### src/rtl/blue_centroid.sv
// Per-frame accumulator for classifier-flagged pixels with a sequential restoring divider
// that turns the frame totals into a truncated X/Y centroid.
module blue_centroid #(
  parameter int H_ACTIVE  = 640,
  parameter int V_ACTIVE  = 480,
  parameter int MIN_COUNT = 64,
  parameter int CNT_W     = 19,
  parameter int SUM_W     = 29
) (
  input  logic             clk,
  input  logic             reset,
  input  logic             pixel_valid,
  input  logic [9:0]       x_in,
  input  logic [9:0]       y_in,
  input  logic             bluecheck,
  output logic [9:0]       centroid_x,
  output logic [9:0]       centroid_y,
  output logic [CNT_W-1:0] pixel_count,
  output logic             target_found,
  output logic             result_valid,
  output logic             busy,
  output logic             overrun
);

  localparam int IT_W = $clog2(SUM_W + 1);

  typedef enum logic [1:0] {S_IDLE = 2'd0, S_DIVIDE = 2'd1, S_DONE = 2'd2} state_t;

  state_t           r_state;
  logic             r_valid_d;
  logic [9:0]       r_x_d;
  logic [9:0]       r_y_d;
  logic [CNT_W-1:0] r_cnt;
  logic [SUM_W-1:0] r_sx;
  logic [SUM_W-1:0] r_sy;
  logic [CNT_W-1:0] r_div_cnt;
  logic [SUM_W-1:0] r_qx;
  logic [SUM_W-1:0] r_qy;
  logic [CNT_W-1:0] r_remx;
  logic [CNT_W-1:0] r_remy;
  logic [IT_W-1:0]  r_iter;
  logic [9:0]       r_centroid_x;
  logic [9:0]       r_centroid_y;
  logic [CNT_W-1:0] r_pixel_count;
  logic             r_target_found;
  logic             r_result_valid;
  logic             r_busy;
  logic             r_overrun;

  logic             w_acc;
  logic             w_frame_end;
  logic [CNT_W-1:0] w_cnt_tot;
  logic [SUM_W-1:0] w_sx_tot;
  logic [SUM_W-1:0] w_sy_tot;
  logic [CNT_W:0]   w_remx_sh;
  logic [CNT_W:0]   w_remy_sh;
  logic             w_x_ge;
  logic             w_y_ge;
  logic [CNT_W-1:0] w_remx_nx;
  logic [CNT_W-1:0] w_remy_nx;
  logic [SUM_W-1:0] w_qx_nx;
  logic [SUM_W-1:0] w_qy_nx;

  assign w_acc       = r_valid_d && bluecheck;
  assign w_frame_end = r_valid_d && (r_x_d == 10'(H_ACTIVE - 1)) && (r_y_d == 10'(V_ACTIVE - 1));

  // Snapshot totals must include the flag of the frame's final pixel
  assign w_cnt_tot = r_cnt + CNT_W'(w_acc);
  assign w_sx_tot  = r_sx + (w_acc ? SUM_W'(r_x_d) : {SUM_W{1'b0}});
  assign w_sy_tot  = r_sy + (w_acc ? SUM_W'(r_y_d) : {SUM_W{1'b0}});

  // One restoring step per cycle: dividend shifts out MSB-first, quotient bits shift in at LSB
  assign w_remx_sh = {r_remx, r_qx[SUM_W-1]};
  assign w_remy_sh = {r_remy, r_qy[SUM_W-1]};
  assign w_x_ge    = w_remx_sh >= {1'b0, r_div_cnt};
  assign w_y_ge    = w_remy_sh >= {1'b0, r_div_cnt};
  assign w_remx_nx = w_x_ge ? CNT_W'(w_remx_sh - {1'b0, r_div_cnt}) : w_remx_sh[CNT_W-1:0];
  assign w_remy_nx = w_y_ge ? CNT_W'(w_remy_sh - {1'b0, r_div_cnt}) : w_remy_sh[CNT_W-1:0];
  assign w_qx_nx   = {r_qx[SUM_W-2:0], w_x_ge};
  assign w_qy_nx   = {r_qy[SUM_W-2:0], w_y_ge};

  // Coordinate alignment with the classifier flag, and free-running frame accumulators
  always_ff @(posedge clk or posedge reset) begin
    if (reset) begin
      r_valid_d <= 1'b0;
      r_x_d     <= 10'd0;
      r_y_d     <= 10'd0;
      r_cnt     <= {CNT_W{1'b0}};
      r_sx      <= {SUM_W{1'b0}};
      r_sy      <= {SUM_W{1'b0}};
    end else begin
      r_valid_d <= pixel_valid;
      r_x_d     <= x_in;
      r_y_d     <= y_in;
      if (w_frame_end) begin
        r_cnt <= {CNT_W{1'b0}};
        r_sx  <= {SUM_W{1'b0}};
        r_sy  <= {SUM_W{1'b0}};
      end else if (w_acc) begin
        r_cnt <= w_cnt_tot;
        r_sx  <= w_sx_tot;
        r_sy  <= w_sy_tot;
      end
    end
  end

  // Result FSM: snapshot, divide, publish
  always_ff @(posedge clk or posedge reset) begin
    if (reset) begin
      r_state        <= S_IDLE;
      r_div_cnt      <= {CNT_W{1'b0}};
      r_qx           <= {SUM_W{1'b0}};
      r_qy           <= {SUM_W{1'b0}};
      r_remx         <= {CNT_W{1'b0}};
      r_remy         <= {CNT_W{1'b0}};
      r_iter         <= {IT_W{1'b0}};
      r_centroid_x   <= 10'd0;
      r_centroid_y   <= 10'd0;
      r_pixel_count  <= {CNT_W{1'b0}};
      r_target_found <= 1'b0;
      r_result_valid <= 1'b0;
      r_busy         <= 1'b0;
      r_overrun      <= 1'b0;
    end else begin
      r_result_valid <= 1'b0;
      r_overrun      <= w_frame_end && (r_state != S_IDLE);
      case (r_state)
        S_IDLE: begin
          if (w_frame_end) begin
            r_div_cnt <= w_cnt_tot;
            r_qx      <= w_sx_tot;
            r_qy      <= w_sy_tot;
            r_remx    <= {CNT_W{1'b0}};
            r_remy    <= {CNT_W{1'b0}};
            r_iter    <= IT_W'(SUM_W);
            r_busy    <= 1'b1;
            if (w_cnt_tot < CNT_W'(MIN_COUNT)) begin
              r_pixel_count  <= w_cnt_tot;
              r_target_found <= 1'b0;
              r_result_valid <= 1'b1;
              r_state        <= S_DONE;
            end else begin
              r_state <= S_DIVIDE;
            end
          end
        end
        S_DIVIDE: begin
          r_qx   <= w_qx_nx;
          r_qy   <= w_qy_nx;
          r_remx <= w_remx_nx;
          r_remy <= w_remy_nx;
          r_iter <= r_iter - IT_W'(1);
          if (r_iter == IT_W'(1)) begin
            r_centroid_x   <= w_qx_nx[9:0];
            r_centroid_y   <= w_qy_nx[9:0];
            r_pixel_count  <= r_div_cnt;
            r_target_found <= 1'b1;
            r_result_valid <= 1'b1;
            r_state        <= S_DONE;
          end
        end
        S_DONE: begin
          r_busy  <= 1'b0;
          r_state <= S_IDLE;
        end
        default: begin
          r_busy  <= 1'b0;
          r_state <= S_IDLE;
        end
      endcase
    end
  end

  assign centroid_x   = r_centroid_x;
  assign centroid_y   = r_centroid_y;
  assign pixel_count  = r_pixel_count;
  assign target_found = r_target_found;
  assign result_valid = r_result_valid;
  assign busy         = r_busy;
  assign overrun      = r_overrun;

endmodule

### config.mk
export PLATFORM = sky130hd
export DESIGN_NAME = blue_centroid
export DESIGN_NICKNAME = d
export VERILOG_FILES = /design/src/rtl/blue_centroid.sv
export SDC_FILE = /design/constraint.sdc
export NUM_CORES = 1
export LEC_CHECK = 0
export BUFFER_PORTS_ARGS = -buffer_cell sky130_fd_sc_hd__clkbuf_2
export CORE_MARGIN = 1.5
export CORE_UTILIZATION = 50
export CTS_CLUSTER_DIAMETER = 30
export DETAILED_ROUTE_END_ITERATION = 8
export GPL_ROUTABILITY_DRIVEN = 0
export HOLD_SLACK_MARGIN = 0.03
export PLACE_DENSITY = 0.66
export SLEW_MARGIN = 25
export SYNTH_ARGS = -nofsm -noshare
export SYNTH_HDL_FRONTEND = slang
export SYNTH_SLANG_ARGS = --single-unit
### constraint.sdc
create_clock -name clk -period 9.13 [get_ports clk]
set_clock_uncertainty 0.2 [all_clocks]
set_input_delay 0.4565 -clock clk [delete_from_list [all_inputs] [get_ports clk]]
set_output_delay 0.4565 -clock clk [all_outputs]
set_load 0.005 [all_outputs]
======== Word-level counts from Yosys, hierarchy flattened ========
Cells that the tools add are included.
word-level totals
  flip-flop bits (word level) ............. 263
  bits of input ports ..................... 24
  output and inout bits ................... 43
  word-level logic and storage cells ...... 88
cells by class
  add/sub/neg operators ................... 6
  magnitude comparators ................... 3
  eq/ne operators ......................... 7
  mux-type cells .......................... 37
  bitwise operators ....................... 1
  reduce and logical (&&, ||, !) cells .... 14
operators with widths
  kind                                                          number
  2-to-1 mux 29 bit                                             6
  2-to-1 mux 19 bit                                             8
  one-hot mux 29 bit (2 select lines)                           2
  one-hot mux 19 bit (2 select lines)                           3
  adder 29 x 10 -> 29 bit                                       2
  >= comparator 20 x 19 -> 1 bit                                2
  subtractor 19 bit                                             2
  2-to-1 mux 10 bit                                             2
  adder 19 x 1 -> 19 bit                                        1
  less-than comparator 19 x 7 -> 1 bit (second input constant)  1
  equality test 10 bit (second input constant)                  1
  equality test 10 x 9 -> 1 bit (second input constant)         1
  one-hot mux 5 bit (2 select lines)                            1
  AND reduction 2 bit                                           5
  2-to-1 mux 1 bit                                              7
  2-to-1 mux 2 bit                                              3
  inequality test 2 bit (second input constant)                 3
  one-hot mux 1 bit (2 select lines)                            3
  nonzero test 2 bit                                            3
  equality test 5 x 1 -> 1 bit (second input constant)          1
  2-to-1 mux 5 bit                                              1
  subtractor 5 x 1 -> 5 bit (second input constant)             1
  logical AND 1 bit                                             4
  one-hot mux 2 bit (2 select lines)                            1
  other kinds (4)                                               4

======== Longest topological paths before layout ========
  word-level depth ........................ 6
  gate-level depth with buffers ........... 17
  depth with buffers taken out ............ 13

======== Least setup slack after synthesis ========
OpenSTA, ideal clock, no wires.
  path kind ............................... reg2reg
  from .................................... register r_valid_d
  to ...................................... register r_pixel_count[10] (netlist: pixel_count[10])
  setup time .............................. 125 ps
  arrival time ............................ 3627 ps
  path slack .............................. 5178 ps
  stages on the path, launching flop included .. 17
  period minus slack after synthesis ...... 3952 ps
  path through ............................ dfrtp_1 > clkbuf_1 > nand2_1 > clkbuf_1 > clkinv_1 > clkbuf_1 > ha_1 > ha_1 > nand3_4 > nor3_4 > nand3_1 > xor2_1 > o21ai_0 > or3_4 > a22oi_4 > buf_6 > mux2_2
on the way
  word-level cells in the longest chain between the ends .. 5
  elaborated cells between the ends (all ways) .. 11
  those cells by class .................... add/sub (1); order compare (1); eq/ne (2); mux (3); reduce/logical (4)
RTL lines
  element                                                                                      line  source
  from (decl)                                                                                  30    logic r_valid_d;
  from (signal assigned)                                                                       92    r_valid_d <= pixel_valid;
  logical AND 1 bit                                                                            64    assign w_acc = r_valid_d && bluecheck;
  adder 19 x 1 -> 19 bit                                                                       68    assign w_cnt_tot = r_cnt + CNT_W'(w_acc);
  less-than comparator 19 x 7 -> 1 bit / 2-to-1 mux 19 bit (equally long branches)             137   if (w_cnt_tot < CNT_W'(MIN_COUNT)) begin
  inequality test 2 bit (no line) / 2-to-1 mux 19 bit (equally long branches)                  -
  AND reduction 4 bit (no line) / one-hot mux 19 bit (2 select lines) (equally long branches)  -
  to (signal assigned)                                                                         119   r_pixel_count <= {CNT_W{1'b0}};
  to (signal assigned)                                                                         138   r_pixel_count <= w_cnt_tot;
  to (signal assigned)                                                                         156   r_pixel_count <= r_div_cnt;
  to (decl)                                                                                    44    logic [CNT_W-1:0] r_pixel_count;
Several ways; a longest one is shown, not always the timed one. The select of a mux whose other input is x is not followed.
A chain may end at the register's enable or synchronous reset.

======== Worst setup path after layout ========
  from .................................... register r_valid_d
  to ...................................... register r_pixel_count[11] (netlist: pixel_count[11])
Same word-level chain as after synthesis.

==> out/metrics.csv <==
metric,value,unit
placed_area,0.0156,mm2
ant_nets,0,
grt_pass1_vias,11900,
syn_nets,1697,
reg2reg_to,pixel_count[11]$_DFFE_PP0P_,
final_cell_area,0.0180,mm2
timing.fmax,222,MHz
yosysWarnings,0,
antenna_found_initial,0,
hold_depth,2,
cts_root_buf,clkbuf_16,
path_clk_slew,0.05,ns
drv_cap,0,
grt_pass1_wl,61.2,mm
timing.hold.ws,0.280,ns
cellPowerDensity,214,mW/mm2
finalCritPeriodShare,0.492,
core-area,0.0296,mm2
cp-end-kind,flop,
dp_slack,4.61,ns
post_cts_resize_count,0,
nets,1768,
synth_commonest_cells,"dfrtp_1, o21ai_0, nand2_1",
drc_errors,0,
hp-class,flop to flop,
cts_tree,yes,
synth_compound_area_frac,0.169,
cts_setup_buffers,0,
wl,37.1,mm
netlist.area_leader.share,0.437,
fp-row-count,63,
fin_crit,4.50,ns
grt_usage,0.244,
routedWlPerCell,17.5,um
syn_area,0.0150,mm2
critical_path_class,flop to flop,
vias,12100,
io_pins,67,
synth_cells,1607,
cp.required,9.38,ns
reg2reg_from,r_valid_d$_DFF_PP0_,
worst_pin_slew,0.914,ns
multi_input_area,0.00789,mm2
clk_latency,0.59,ns
dieHeight,176,um
ys_seq_area_frac,0.437,
setup_viol,0,
viasPerCell,5.70,
dieArea,0.0311,mm2
finalSetupTns,0,ns
drive_gt1_frac,0.148,
slew_headroom,0.388,
synth_seq_cells,263,
synth_area_per_cell,9.36,um2
rsz0062_at_grt,false,
hold_viol_final,0,
diodes,0,
reg2reg_depth,12,
drt_iter0_drc,829,
postCtsHoldBufs,22,
synth_cell_types,77,
clock_path_buffers,3,
dr.pass1.iters,5,
synthMuxAreaShare,0.0437,
grt-ovfl-total,0,
register_area,0.00658,mm2
p_leak,8.22,nW
finalWorstSetupSlack,4.63,ns
worstPathArrival,4.74,ns
hold_end,centroid_y[0]$_DFFE_PP0P_,
synth_area_leader_cell,dfrtp_1,
placedCellCount,1984,
synth-main-ff-cell,dfrtp_1,
synth_top_family_by_area,simple AND/OR/NAND/NOR gates,
synth_area_leaders,"dfrtp_1, xnor2_1, o21ai_0",
io_buffers,66,
cts_made_buffers,60,
yosysMostFrequentCell,dfrtp_1,
final_cells,2117,
r2r_slack,4.63,ns
ir_worst_vdd,0.219,mV
synthArstFlopShare,1.00,
fp.dieW,176,um
syn_to_final_growth,19.4,%
clock_sinks,263,
dp_hpwl,24.4,mm
outcome,finished clean,
start_util,0.508,
holdCritStartpoint,centroid_y[0]$_DFFE_PP0P_,
worstSetupStartpointType,flop,
final_util,0.606,
synth_edf_count,0,
grt_start_max_net_pins,126,
total_power,3.84,mW
synth_fa_ha_area_frac,0.0569,
slew_viol_final,0,
crit_fanout,20,
cts_htree_levels,2,
synth_simple_gate_area_frac,0.171,
synth_xor_area_frac,0.0821,
filler_cell_count,2528,
## worst max-delay path: stages, from the launching register on
cell and delay, ns:
dfrtp_1 0.62, nand2_2 0.17, clkinv_1 0.29, ha_1 0.31, ha_1 0.29, nand3_4 0.14
nor3_4 0.42, nand3_1 0.14, xor2_1 0.26, o21ai_0 0.14, or3_4 0.42, a22oi_4 0.53
mux2_2 0.40
## how the worst max path moves through the flow
stage	startpoint	endpoint	slack (ns)	cells after the start
after CTS	r_valid_d$_DFF_PP0_	pixel_count[1]$_DFFE_PP0P_	4.67	12
after detailed placement	bluecheck	pixel_count[1]$_DFFE_PP0P_	4.61	13
final	r_valid_d$_DFF_PP0_	pixel_count[11]$_DFFE_PP0P_	4.63	12
after global routing	r_valid_d$_DFF_PP0_	pixel_count[11]$_DFFE_PP0P_	4.27	12
after floorplan	reset	busy$_DFFE_PP0P_	1.23	1
after global placement	bluecheck	r_sy[27]$_DFFE_PP0P_	4.72	16
## report_power, final
part	internal [mW]	switching [mW]	leakage, nW
Clock	1.49	0.729	1.01
Sequential	1.22	0.0544	3.09
Combinational	0.134	0.204	4.13
Total	2.85	0.988	8.22
## logic make-up (layout without fill, tap and decap cells)
group,Yosys count,in the layout
simple gates,520,520
compound gates,404,404
flops,263,263
buf+inv,152,272
xor+xnor,141,141
fa+ha+maj,66,66
mux,61,61
## area by class of cell
| type | count | share of cell area |
|---|---|---|
| Inverter | 56 | 0.0121 |
| Tap cell | 390 | 0.0272 |
| Clock inverter | 44 | 0.0315 |
| Sequential cell | 263 | 0.366 |
| Clock buffer | 67 | 0.0861 |
| Timing Repair Buffer | 105 | 0.0377 |
| Multi-Input combinational cell | 1192 | 0.439 |
## flip-flops by register name, indices dropped and copies added (netlist names), 2 cells and up
register     flops
r_sy            29
r_y_d           10
r_qy            29
r_iter           5
r_x_d           10
r_sx            29
r_state          2
r_cnt           19
r_remy          19
pixel_count     19
r_remx          19
centroid_x      10
r_qx            29
centroid_y      10
r_div_cnt       19
## per-layer routing
metal	wire, um	GRT usage	vias to the layer above
li1	-	-	5871
met5	0	0	-
met4	1060	0.0862	0
met3	1620	0.0396	75
met2	17300	0.402	247
met1	17000	0.327	5882
## cells in the final DEF (no fill, tap or decap), types with 18 or more instances in the layout
cell type / netlist / routed
dfrtp_1: 263 / 263
o21ai_0: 156 / 156
nand2_1: 151 / 149
nor2_1: 125 / 124
xnor2_1: 100 / 100
a21oi_1: 82 / 82
clkbuf_2: 1 / 66
ha_1: 62 / 62
clkbuf_16: 0 / 60
inv_1: 54 / 53
and3_1: 48 / 47
nand3_1: 45 / 45
xor2_1: 41 / 41
a22oi_1: 39 / 39
mux2_2: 36 / 36
nor3_1: 34 / 34
mux2i_1: 24 / 24
nor2b_1: 23 / 22
dlygate4sd3_1: 0 / 22
a211oi_1: 21 / 20
nand4_1: 19 / 19
or3_1: 18 / 18
Power figures use the tool's default switching activity.
